[config.mk]
export PLATFORM = sky130hd
export DESIGN_NAME = pi_control_mul_pipe
export DESIGN_NICKNAME = d
export VERILOG_FILES = /design/src/rtl/pi_control_mul_pkg.sv /design/src/rtl/pi_control_mul_round_sat.sv /design/src/rtl/pi_control_mul_pipe.sv
export SDC_FILE = /design/constraint.sdc
export NUM_CORES = 1
export LEC_CHECK = 0
export CAP_MARGIN = 20
export CORE_MARGIN = 3
export CORE_UTILIZATION = 44
export CTS_BUF_LIST = sky130_fd_sc_hd__clkbuf_4
export DETAILED_ROUTE_END_ITERATION = 16
export PLACE_DENSITY = 0.62
export SYNTH_ARGS = -nofsm -noshare
export SYNTH_HDL_FRONTEND = slang
export SYNTH_SLANG_ARGS = --single-unit
[constraint.sdc]
create_clock -name ap_clk -period 8 [get_ports ap_clk]
set_input_delay 1.6 -clock ap_clk [delete_from_list [all_inputs] [get_ports ap_clk]]
set_output_delay 1.6 -clock ap_clk [all_outputs]
set_load 0.02 [all_outputs]
[src/rtl/pi_control_mul_pkg.sv]
// Shared constants and the round-half-up / saturate helper for the PI
// control multiplier.
// Contents: default widths, PROD_WIDTH, DOUT_MAX/DOUT_MIN for the default
// result width, round_sat_t and round_sat().
// Optional feature macro used by the datapath: PI_CONTROL_MUL_ACC_EN.
package pi_control_mul_pkg;

  localparam int unsigned DEF_DIN0_WIDTH = 16;
  localparam int unsigned DEF_DIN1_WIDTH = 17;
  localparam int unsigned DEF_DOUT_WIDTH = 16;

  // Full signed product width for the default operand widths.
  localparam int unsigned PROD_WIDTH = DEF_DIN0_WIDTH + DEF_DIN1_WIDTH;

  // Saturation limits of the default result width.
  localparam int DOUT_MAX = (2 ** (DEF_DOUT_WIDTH - 1)) - 1;
  localparam int DOUT_MIN = -(2 ** (DEF_DOUT_WIDTH - 1));

  // Working width of round_sat(); every supported input width (product or
  // accumulator) stays below this, so the rounding add has headroom.
  localparam int unsigned MAX_W = 64;

  typedef struct packed {
    logic             sat;
    logic [MAX_W-1:0] q;
  } round_sat_t;

  // Q = (x + 2^(shift-1)) >>> shift (or x when shift is 0), then clamp to a
  // signed dout_w-bit range; sat reports that the clamp was applied.
  function automatic round_sat_t round_sat(input logic signed [MAX_W-1:0] x,
                                           input int unsigned             dout_w,
                                           input int unsigned             shift);
    logic signed [MAX_W-1:0] rnd;
    logic signed [MAX_W-1:0] r;
    logic signed [MAX_W-1:0] max_v;
    logic signed [MAX_W-1:0] min_v;
    round_sat_t              res;
    rnd = '0;
    r   = x;
    if (shift != 0) begin
      rnd = MAX_W'(1) << (shift - 1);
      r   = (x + rnd) >>> shift;
    end
    max_v   = (MAX_W'(1) << (dout_w - 1)) - MAX_W'(1);
    min_v   = -(MAX_W'(1) << (dout_w - 1));
    res.sat = 1'b0;
    res.q   = r;
    if (r > max_v) begin
      res.sat = 1'b1;
      res.q   = max_v;
    end else if (r < min_v) begin
      res.sat = 1'b1;
      res.q   = min_v;
    end
    return res;
  endfunction

endpackage

[src/rtl/pi_control_mul_round_sat.sv]
// Combinational round-half-up scaling and saturation of the final-stage
// operand.
// Ports:
//   din_i    signed value to scale (product or accumulator), IN_WIDTH bits
//   res_c_o  rounded/saturated result, DOUT_WIDTH bits
//   sat_c_o  high when res_c_o was clamped to the min/max value
module pi_control_mul_round_sat
  import pi_control_mul_pkg::*;
#(
  parameter int unsigned IN_WIDTH   = PROD_WIDTH,
  parameter int unsigned DOUT_WIDTH = DEF_DOUT_WIDTH,
  parameter int unsigned SHIFT      = 15
) (
  input  logic [IN_WIDTH-1:0]   din_i,
  output logic [DOUT_WIDTH-1:0] res_c_o,
  output logic                  sat_c_o
);

  round_sat_t rs;
  logic       unused_hi;

  // Sign-extend into the working width before rounding.
  always_comb begin
    rs = round_sat(MAX_W'($signed(din_i)), DOUT_WIDTH, SHIFT);
  end

  assign res_c_o   = rs.q[DOUT_WIDTH-1:0];
  assign sat_c_o   = rs.sat;
  // Upper bits are only sign copies after clamping.
  assign unused_hi = ^rs.q[MAX_W-1:DOUT_WIDTH];

endmodule

[src/rtl/pi_control_mul_pipe.sv]
// Pipelined signed multiplier for the PI control datapath with valid/ready
// handshake, round-half-up scaling, output saturation and a sticky
// saturation flag.
// Optional feature: define PI_CONTROL_MUL_ACC_EN to add an ACC_WIDTH
// accumulator after the product stage and the acc_first input.
// Ports:
//   ap_clk, ap_rst      clock, synchronous active-high reset
//   in_valid/in_ready   operand handshake (in_ready is combinational)
//   din0, din1          signed operands A and B
//   out_valid/out_ready result handshake
//   dout                signed rounded/saturated result
//   sat_flag, sat_clr   sticky saturation flag and its clear
//   acc_first           (feature only) restart accumulation with this product
module pi_control_mul_pipe
  import pi_control_mul_pkg::*;
#(
  parameter int unsigned DIN0_WIDTH = DEF_DIN0_WIDTH,
  parameter int unsigned DIN1_WIDTH = DEF_DIN1_WIDTH,
  parameter int unsigned DOUT_WIDTH = DEF_DOUT_WIDTH,
  parameter int unsigned SHIFT      = 15,
  parameter int unsigned NUM_STAGE  = 3,
  parameter int unsigned ACC_WIDTH  = 40
) (
  input  logic                  ap_clk,
  input  logic                  ap_rst,
  input  logic                  in_valid,
  output logic                  in_ready,
  input  logic [DIN0_WIDTH-1:0] din0,
  input  logic [DIN1_WIDTH-1:0] din1,
  output logic                  out_valid,
  input  logic                  out_ready,
  output logic [DOUT_WIDTH-1:0] dout,
  output logic                  sat_flag,
`ifdef PI_CONTROL_MUL_ACC_EN
  input  logic                  acc_first,
`endif
  input  logic                  sat_clr
);

  localparam int unsigned PROD_W = DIN0_WIDTH + DIN1_WIDTH;
  localparam int unsigned ND     = NUM_STAGE - 3;
`ifdef PI_CONTROL_MUL_ACC_EN
  localparam int unsigned XW     = ACC_WIDTH;
`else
  localparam int unsigned XW     = PROD_W;
`endif

  logic                         ce_c;
  logic                         v1_q;
  logic [DIN0_WIDTH-1:0]        a_q;
  logic [DIN1_WIDTH-1:0]        b_q;
  logic                         v2_q;
  logic signed [PROD_W-1:0]     p_d;
  logic signed [PROD_W-1:0]     p_q;
  logic signed [XW-1:0]         x_s2;
  logic signed [XW-1:0]         fin_x;
  logic                         fin_v;
  logic [DOUT_WIDTH-1:0]        rs_res;
  logic                         rs_sat;
  logic                         out_valid_q, out_valid_d;
  logic [DOUT_WIDTH-1:0]        dout_q, dout_d;
  logic                         sat_flag_q, sat_flag_d;

  // Single advance enable: the whole pipe moves unless the output is blocked.
  assign ce_c     = ~out_valid_q | out_ready;
  assign in_ready = ce_c;

  // S1: operand capture.
  always_ff @(posedge ap_clk) begin
    if (ap_rst) begin
      v1_q <= 1'b0;
      a_q  <= '0;
      b_q  <= '0;
    end else if (ce_c) begin
      v1_q <= in_valid;
      a_q  <= din0;
      b_q  <= din1;
    end
  end

  // Full-width signed product.
  always_comb begin
    p_d = PROD_W'($signed(a_q)) * PROD_W'($signed(b_q));
  end

  // S2: product register.
  always_ff @(posedge ap_clk) begin
    if (ap_rst) begin
      v2_q <= 1'b0;
      p_q  <= '0;
    end else if (ce_c) begin
      v2_q <= v1_q;
      p_q  <= p_d;
    end
  end

`ifdef PI_CONTROL_MUL_ACC_EN
  logic                        first1_q;
  logic                        first2_q;
  logic signed [ACC_WIDTH-1:0] acc_q, acc_d;

  // acc_first travels alongside its operands.
  always_ff @(posedge ap_clk) begin
    if (ap_rst) begin
      first1_q <= 1'b0;
      first2_q <= 1'b0;
    end else if (ce_c) begin
      first1_q <= acc_first;
      first2_q <= first1_q;
    end
  end

  // New accumulator value is consumed in the same advance, keeping latency.
  always_comb begin
    acc_d = first2_q ? ACC_WIDTH'(p_q) : acc_q + ACC_WIDTH'(p_q);
    x_s2  = acc_d;
  end

  always_ff @(posedge ap_clk) begin
    if (ap_rst) begin
      acc_q <= '0;
    end else if (ce_c && v2_q) begin
      acc_q <= acc_d;
    end
  end
`else
  assign x_s2 = p_q;
`endif

  // Optional plain delay stages between S2 and the final stage.
  generate
    if (ND > 0) begin : g_dly
      logic signed [XW-1:0] dx_q [ND];
      logic [ND-1:0]        dv_q;

      always_ff @(posedge ap_clk) begin
        if (ap_rst) begin
          dv_q <= '0;
          for (int i = 0; i < ND; i++) begin
            dx_q[i] <= '0;
          end
        end else if (ce_c) begin
          dv_q[0] <= v2_q;
          dx_q[0] <= x_s2;
          for (int i = 1; i < ND; i++) begin
            dv_q[i] <= dv_q[i-1];
            dx_q[i] <= dx_q[i-1];
          end
        end
      end

      assign fin_x = dx_q[ND-1];
      assign fin_v = dv_q[ND-1];
    end else begin : g_nodly
      assign fin_x = x_s2;
      assign fin_v = v2_q;
    end
  endgenerate

  pi_control_mul_round_sat #(
    .IN_WIDTH  (XW),
    .DOUT_WIDTH(DOUT_WIDTH),
    .SHIFT     (SHIFT)
  ) u_round_sat (
    .din_i  (fin_x),
    .res_c_o(rs_res),
    .sat_c_o(rs_sat)
  );

  // Final stage next state; a set of sat_flag overrides a same-cycle clear.
  always_comb begin
    out_valid_d = out_valid_q;
    dout_d      = dout_q;
    sat_flag_d  = sat_flag_q & ~sat_clr;
    if (ce_c) begin
      out_valid_d = fin_v;
      if (fin_v) begin
        dout_d = rs_res;
        if (rs_sat) begin
          sat_flag_d = 1'b1;
        end
      end
    end
  end

  always_ff @(posedge ap_clk) begin
    if (ap_rst) begin
      out_valid_q <= 1'b0;
      dout_q      <= '0;
      sat_flag_q  <= 1'b0;
    end else begin
      out_valid_q <= out_valid_d;
      dout_q      <= dout_d;
      sat_flag_q  <= sat_flag_d;
    end
  end

  assign out_valid = out_valid_q;
  assign dout      = dout_q;
  assign sat_flag  = sat_flag_q;

endmodule

After elaboration in Yosys (flattened, before gate mapping)
Index checks and enable logic that the tools add are counted.
W data, S select, Z words.

word-level totals
  register bits after elaboration = 86
  bits of input ports = 38
  output and inout bits = 19
  word-level logic and storage cells = 22

cells by class
  $add $sub $neg = 1
  multipliers = 1
  magnitude comparators = 2
  mux-type cells = 5
  bitwise gates (word level) = 4
  reductions and logical operators = 1

operators with widths
  cell                      number
  $mux W65                  2
  $add A33 B16 Y34 const B  1
  $mul A16 B17 Y33          1
  $gt A19 B16 Y1 const B    1
  $lt A19 B16 Y1 const B    1
  $mux W1                   3
  $not A1 Y1                2
  $reduce_and A2 Y1         1
  $and A1 B1 Y1             1
  $or A1 B1 Y1              1

Longest topological paths before layout
  word-level depth = 7
  gate-level depth with buffers = 24
  mapped depth without buffers = 23

Hierarchy
A second synthesis with hierarchy kept.

unflattened totals
  cell total of the unflattened synthesis = 1676
  area, all modules = 14276.2 um2

modules (own cells, without submodules)
  module                    times used  cells each  area an instance (um2)  sequential area each (um2)
  pi_control_mul_pipe       1           1547        13414.1                 1721.7
  pi_control_mul_round_sat  1           129         862.1                   0.0

Worst setup path before layout
No wires, ideal clock.

  kind = reg2reg
  start = reg a_q[1]
  end = reg p_q[31], in the netlist fin_x[31]
  setup time = 0.117 ns
  arrival time = 6.081 ns
  required time = 7.883 ns
  path slack = 1.801 ns
  stages on the path, launching flop included = 22
  path buffers = 2
  clock period less this slack = 6.199 ns
  cells stage by stage = dfxtp_1 > buf_4 > clkbuf_1 > nand2_1 > inv_1 > fa_1 > fa_1 > fa_1 > fa_1 > fa_1 > inv_1 > fa_1 > inv_1 > ha_1 > a21o_1 > and2_1 > nor3_1 > a221o_1 > o211ai_4 > a211o_1 > a21o_1 > a32o_1

on the way
  word-level cells in the longest chain between the ends = 1

ends and longest elaborated chain
  what                    line                       source
  start, declared         pi_control_mul_pipe.sv:50  logic [DIN0_WIDTH-1:0] a_q;
  start signal, assigned  pi_control_mul_pipe.sv:76  a_q <= din0;
  $mul A16 B17 Y33        pi_control_mul_pipe.sv:83  p_d = PROD_W'($signed(a_q)) * PROD_W'($signed(b_q));
  end signal, assigned    pi_control_mul_pipe.sv:93  p_q <= p_d;
  end, declared           pi_control_mul_pipe.sv:54  logic signed [PROD_W-1:0] p_q;

Every way passes these cells.
A chain may end at the register's enable or synchronous reset.

Worst setup path in the final report
  start = reg a_q[7]
  end = reg p_q[31], in the netlist fin_x[31]

The elaborated chain is that of the path after synthesis.

==> flow_summary.json <==
{
  "rsz0062_at_grt": "no",
  "grt_max_degree": 54,
  "hold_class": "reg2reg",
  "cts-buffers-inserted": 9,
  "routedWlPerCell_microns": 16.6,
  "cts_setup_buffers": 0,
  "worstHoldPathCells": 2,
  "regArea_sq_um": 1440,
  "pin_count": 57,
  "synth_simple_gate_area_share_pct": 16.3,
  "yosys.area.top_type_share_pct": 42.7,
  "vias": 9435,
  "synth_xor_area_share_pct": 2.45,
  "p_seq_share_pct": 22.3,
  "cts-resized-gates": 0,
  "skew_ps": 36.0,
  "drv_slew": 0,
  "leakagePower_nw": 6.76,
  "cts_tree": "yes",
  "dr_wl_met2_microns": 15900,
  "dp_hpwl_microns": 24900,
  "grt.overflow.total": 0,
  "synth_top_family_by_area": "adder cells",
  "floorplan.die_area_sq_um": 31400,
  "syn_to_final_growth_pct": 7.54,
  "clkLatencyLatePin_ps": 470,
  "fillers": 2813,
  "postLayoutCoreUtil_pct": 48.2,
  "r2r-start": "a_q[7]",
  "clkTransAtPathRegs_ps": 140,
  "endpoint_kind": "flip-flop",
  "p_total_mw": 2.37,
  "final_common_cell": "inv_1",
  "ys_seq_elements": 72,
  "p_clk_share_pct": 11.0,
  "crit_start": "a_q[7]",
  "initial_core_util_pct": 44.8,
  "coreArea_sq_um": 28800,
  "synth_mux_area_share_pct": 0.0776,
  "drive_above_1_share_pct": 2.17,
  "finalWirelength_microns": 31000,
  "synth_nets": 1862,
  "min_period_over_period_pct": 84.0,
  "drc": 0,
  "synth.area.top_cells": "fa_1 43%, dfxtp_1 11%, inv_1 9.6%",
  "synth_top_flop_cell": "dfxtp_1",
  "critPathLaunchType": "flip-flop",
  "p_comb_share_pct": 66.7,
  "final_cell_mix": "328 x inv_1, 275 x fa_1, 224 x nand2_1",
  "wl_met1_microns": 13400,
  "synth.distinct_cells": 51,
  "cts_sinks": 72,
  "status": "finished, final reports clean",
  "port_buffers": 56,
  "cp_max_fo": 18,
  "cts_max_path_buffers": 2,
  "place_congestion": 0.868,
  "fmaxAchievable_ghz": 0.149,
  "yosys.area.top_type": "fa_1",
  "antenna_left": 0,
  "internal_power_mw": 1.20,
  "cts_root_buffer": "clkbuf_4",
  "drt_iter0_drc": 531,
  "synthAdderAreaFrac_pct": 50.7,
  "numPlacedInstances": 1845,
  "swShare_pct": 49.4,
  "relSlewSlack_pct": 35.3,
  "avgSynthCellArea_sq_um": 8.79,
  "wl_met3_microns": 983,
  "syn-cell-area_sq_um": 12900,
  "synth-seq-area-share_pct": 11.2,
  "worstPathArrival_ps": 7080,
  "hold_path.startpoint": "v1_q",
  "cts_hold_buf": 0,
  "synth_edf_count": 0,
  "grt_pass1_wl_microns": 52200,
  "peakVddDrop_mv": 0.192,
  "tightest_slew_ps": 970,
  "gr-usage-all-layers_pct": 21.1,
  "power_per_cell_area_nw_per_um2": 171,
  "fin_setup_tns_ps": 0,
  "fin_cells": 1863,
  "rr_worst_depth": 19,
  "routed.top_layer": "met4",
  "viasPerCell": 5.06,
  "drv_cap": 0,
  "num_rows": 62,
  "dp_slack_ps": 1340,
  "required_ps": 8360,
  "nNetsFinal": 1868,
  "htreeDepth": 3,
  "synth_compound_area_share_pct": 7.77,
  "finalHoldViolations": 0,
  "antenna_found_initial": 1,
  "fin_crit_ps": 6720,
  "setup.worst_path.class": "reg2reg",
  "die_w_microns": 177,
  "worst_slack_ps": 1280,
  "synthCells": 1467,
  "multi_input_area_sq_um": 9970,
  "yosysWarningCount": 0,
  "power_switching_mw": 1.17,
  "synthArstFlopShare_pct": 0,
  "drt_pass1_iterations": 5,
  "grt_pass1_vias": 10100,
  "die_y_microns": 177,
  "setup_viol": 0
}
## through the flow
stage          cell area, sq um  hold slack [ps]
3_3_place_gp              13700              442
5_1_grt                   13900              498
6_report                  13900              470
3_5_place_dp              13700              453
2_1_floorplan             12900              432
4_1_cts                   13900              473
## critical path: stages, from the launching register on
cell and delay (ps):
dfxtp_1 980, nand2_1 210, inv_1 170, fa_1 580
fa_1 600, fa_1 450, fa_1 520, fa_1 550
inv_1 50, fa_1 530, inv_1 40, ha_1 340
a21o_1 220, and2_1 180, nor3_1 140, a221o_1 230
o211ai_4 110, a211o_1 290, a21o_1 180, a32o_1 240
## cell type report
class | count | area share, %
Multi-Input combinational cell | 999 | 71.9
Sequential cell | 72 | 10.4
Inverter | 329 | 8.91
Timing Repair Buffer | 62 | 4.33
Tap cell | 384 | 3.47
Clock inverter | 7 | 0.514
Clock buffer | 9 | 0.487
Antenna cell | 1 | 0.0180
## state kept, by name, summed over array words and instances, names as in the netlist
name       count
out_valid      1
v1_q           1
fin_v          1
dout          16
b_q           17
a_q           16
sat_flag       1
fin_x         19
## synth_stat cells, types with 4 or more instances
library cell / number
inv_1: 329
fa_1: 275
nand2_1: 224
and2_1: 131
a21oi_1: 89
ha_1: 82
dfxtp_1: 72
clkbuf_1: 62
nor2_1: 29
o21ai_0: 25
xnor2_1: 25
nand3_1: 21
xor2_1: 11
a21o_1: 9
nand2b_1: 8
nand4_1: 8
o211ai_1: 7
nor3_1: 5
a211o_1: 4
a211oi_1: 4
o21a_1: 4
## worst paths after layout
kind	to	slack, ps
setup / recovery	fin_x[31]	1280
hold reg to reg	fin_v	470
hold / removal	fin_v	470
setup reg to reg	fin_x[31]	1280
## power by group through the flow
stage | logic [mW] | clock network [mW] | registers [mW]
final | 1.58 | 0.260 | 0.528
after global routing | 1.82 | 0.279 | 0.541
after CTS | 1.60 | 0.269 | 0.526
after detailed placement | 1.59 | 0 | 0.533
after global placement | 1.57 | 0 | 0.532
after floorplan | 1.22 | 0 | 0.478
## per-layer routing
layer | vias up | global-route usage (%)
li1 | 4388 | -
met1 | 4797 | 27.9
met2 | 195 | 37.5
met3 | 55 | 1.54
met4 | 0 | 5.66
met5 | - | 0
## cells by family after synthesis
group,count (synthesis)
and+or+nand+nor,441
adders and majority gates,357
xor gates and xnor gates,36
DFF,72
muxes,1
buffers and inverters,396
AOI/OAI and AO/OA,164
(Power assumes the default switching activity.)
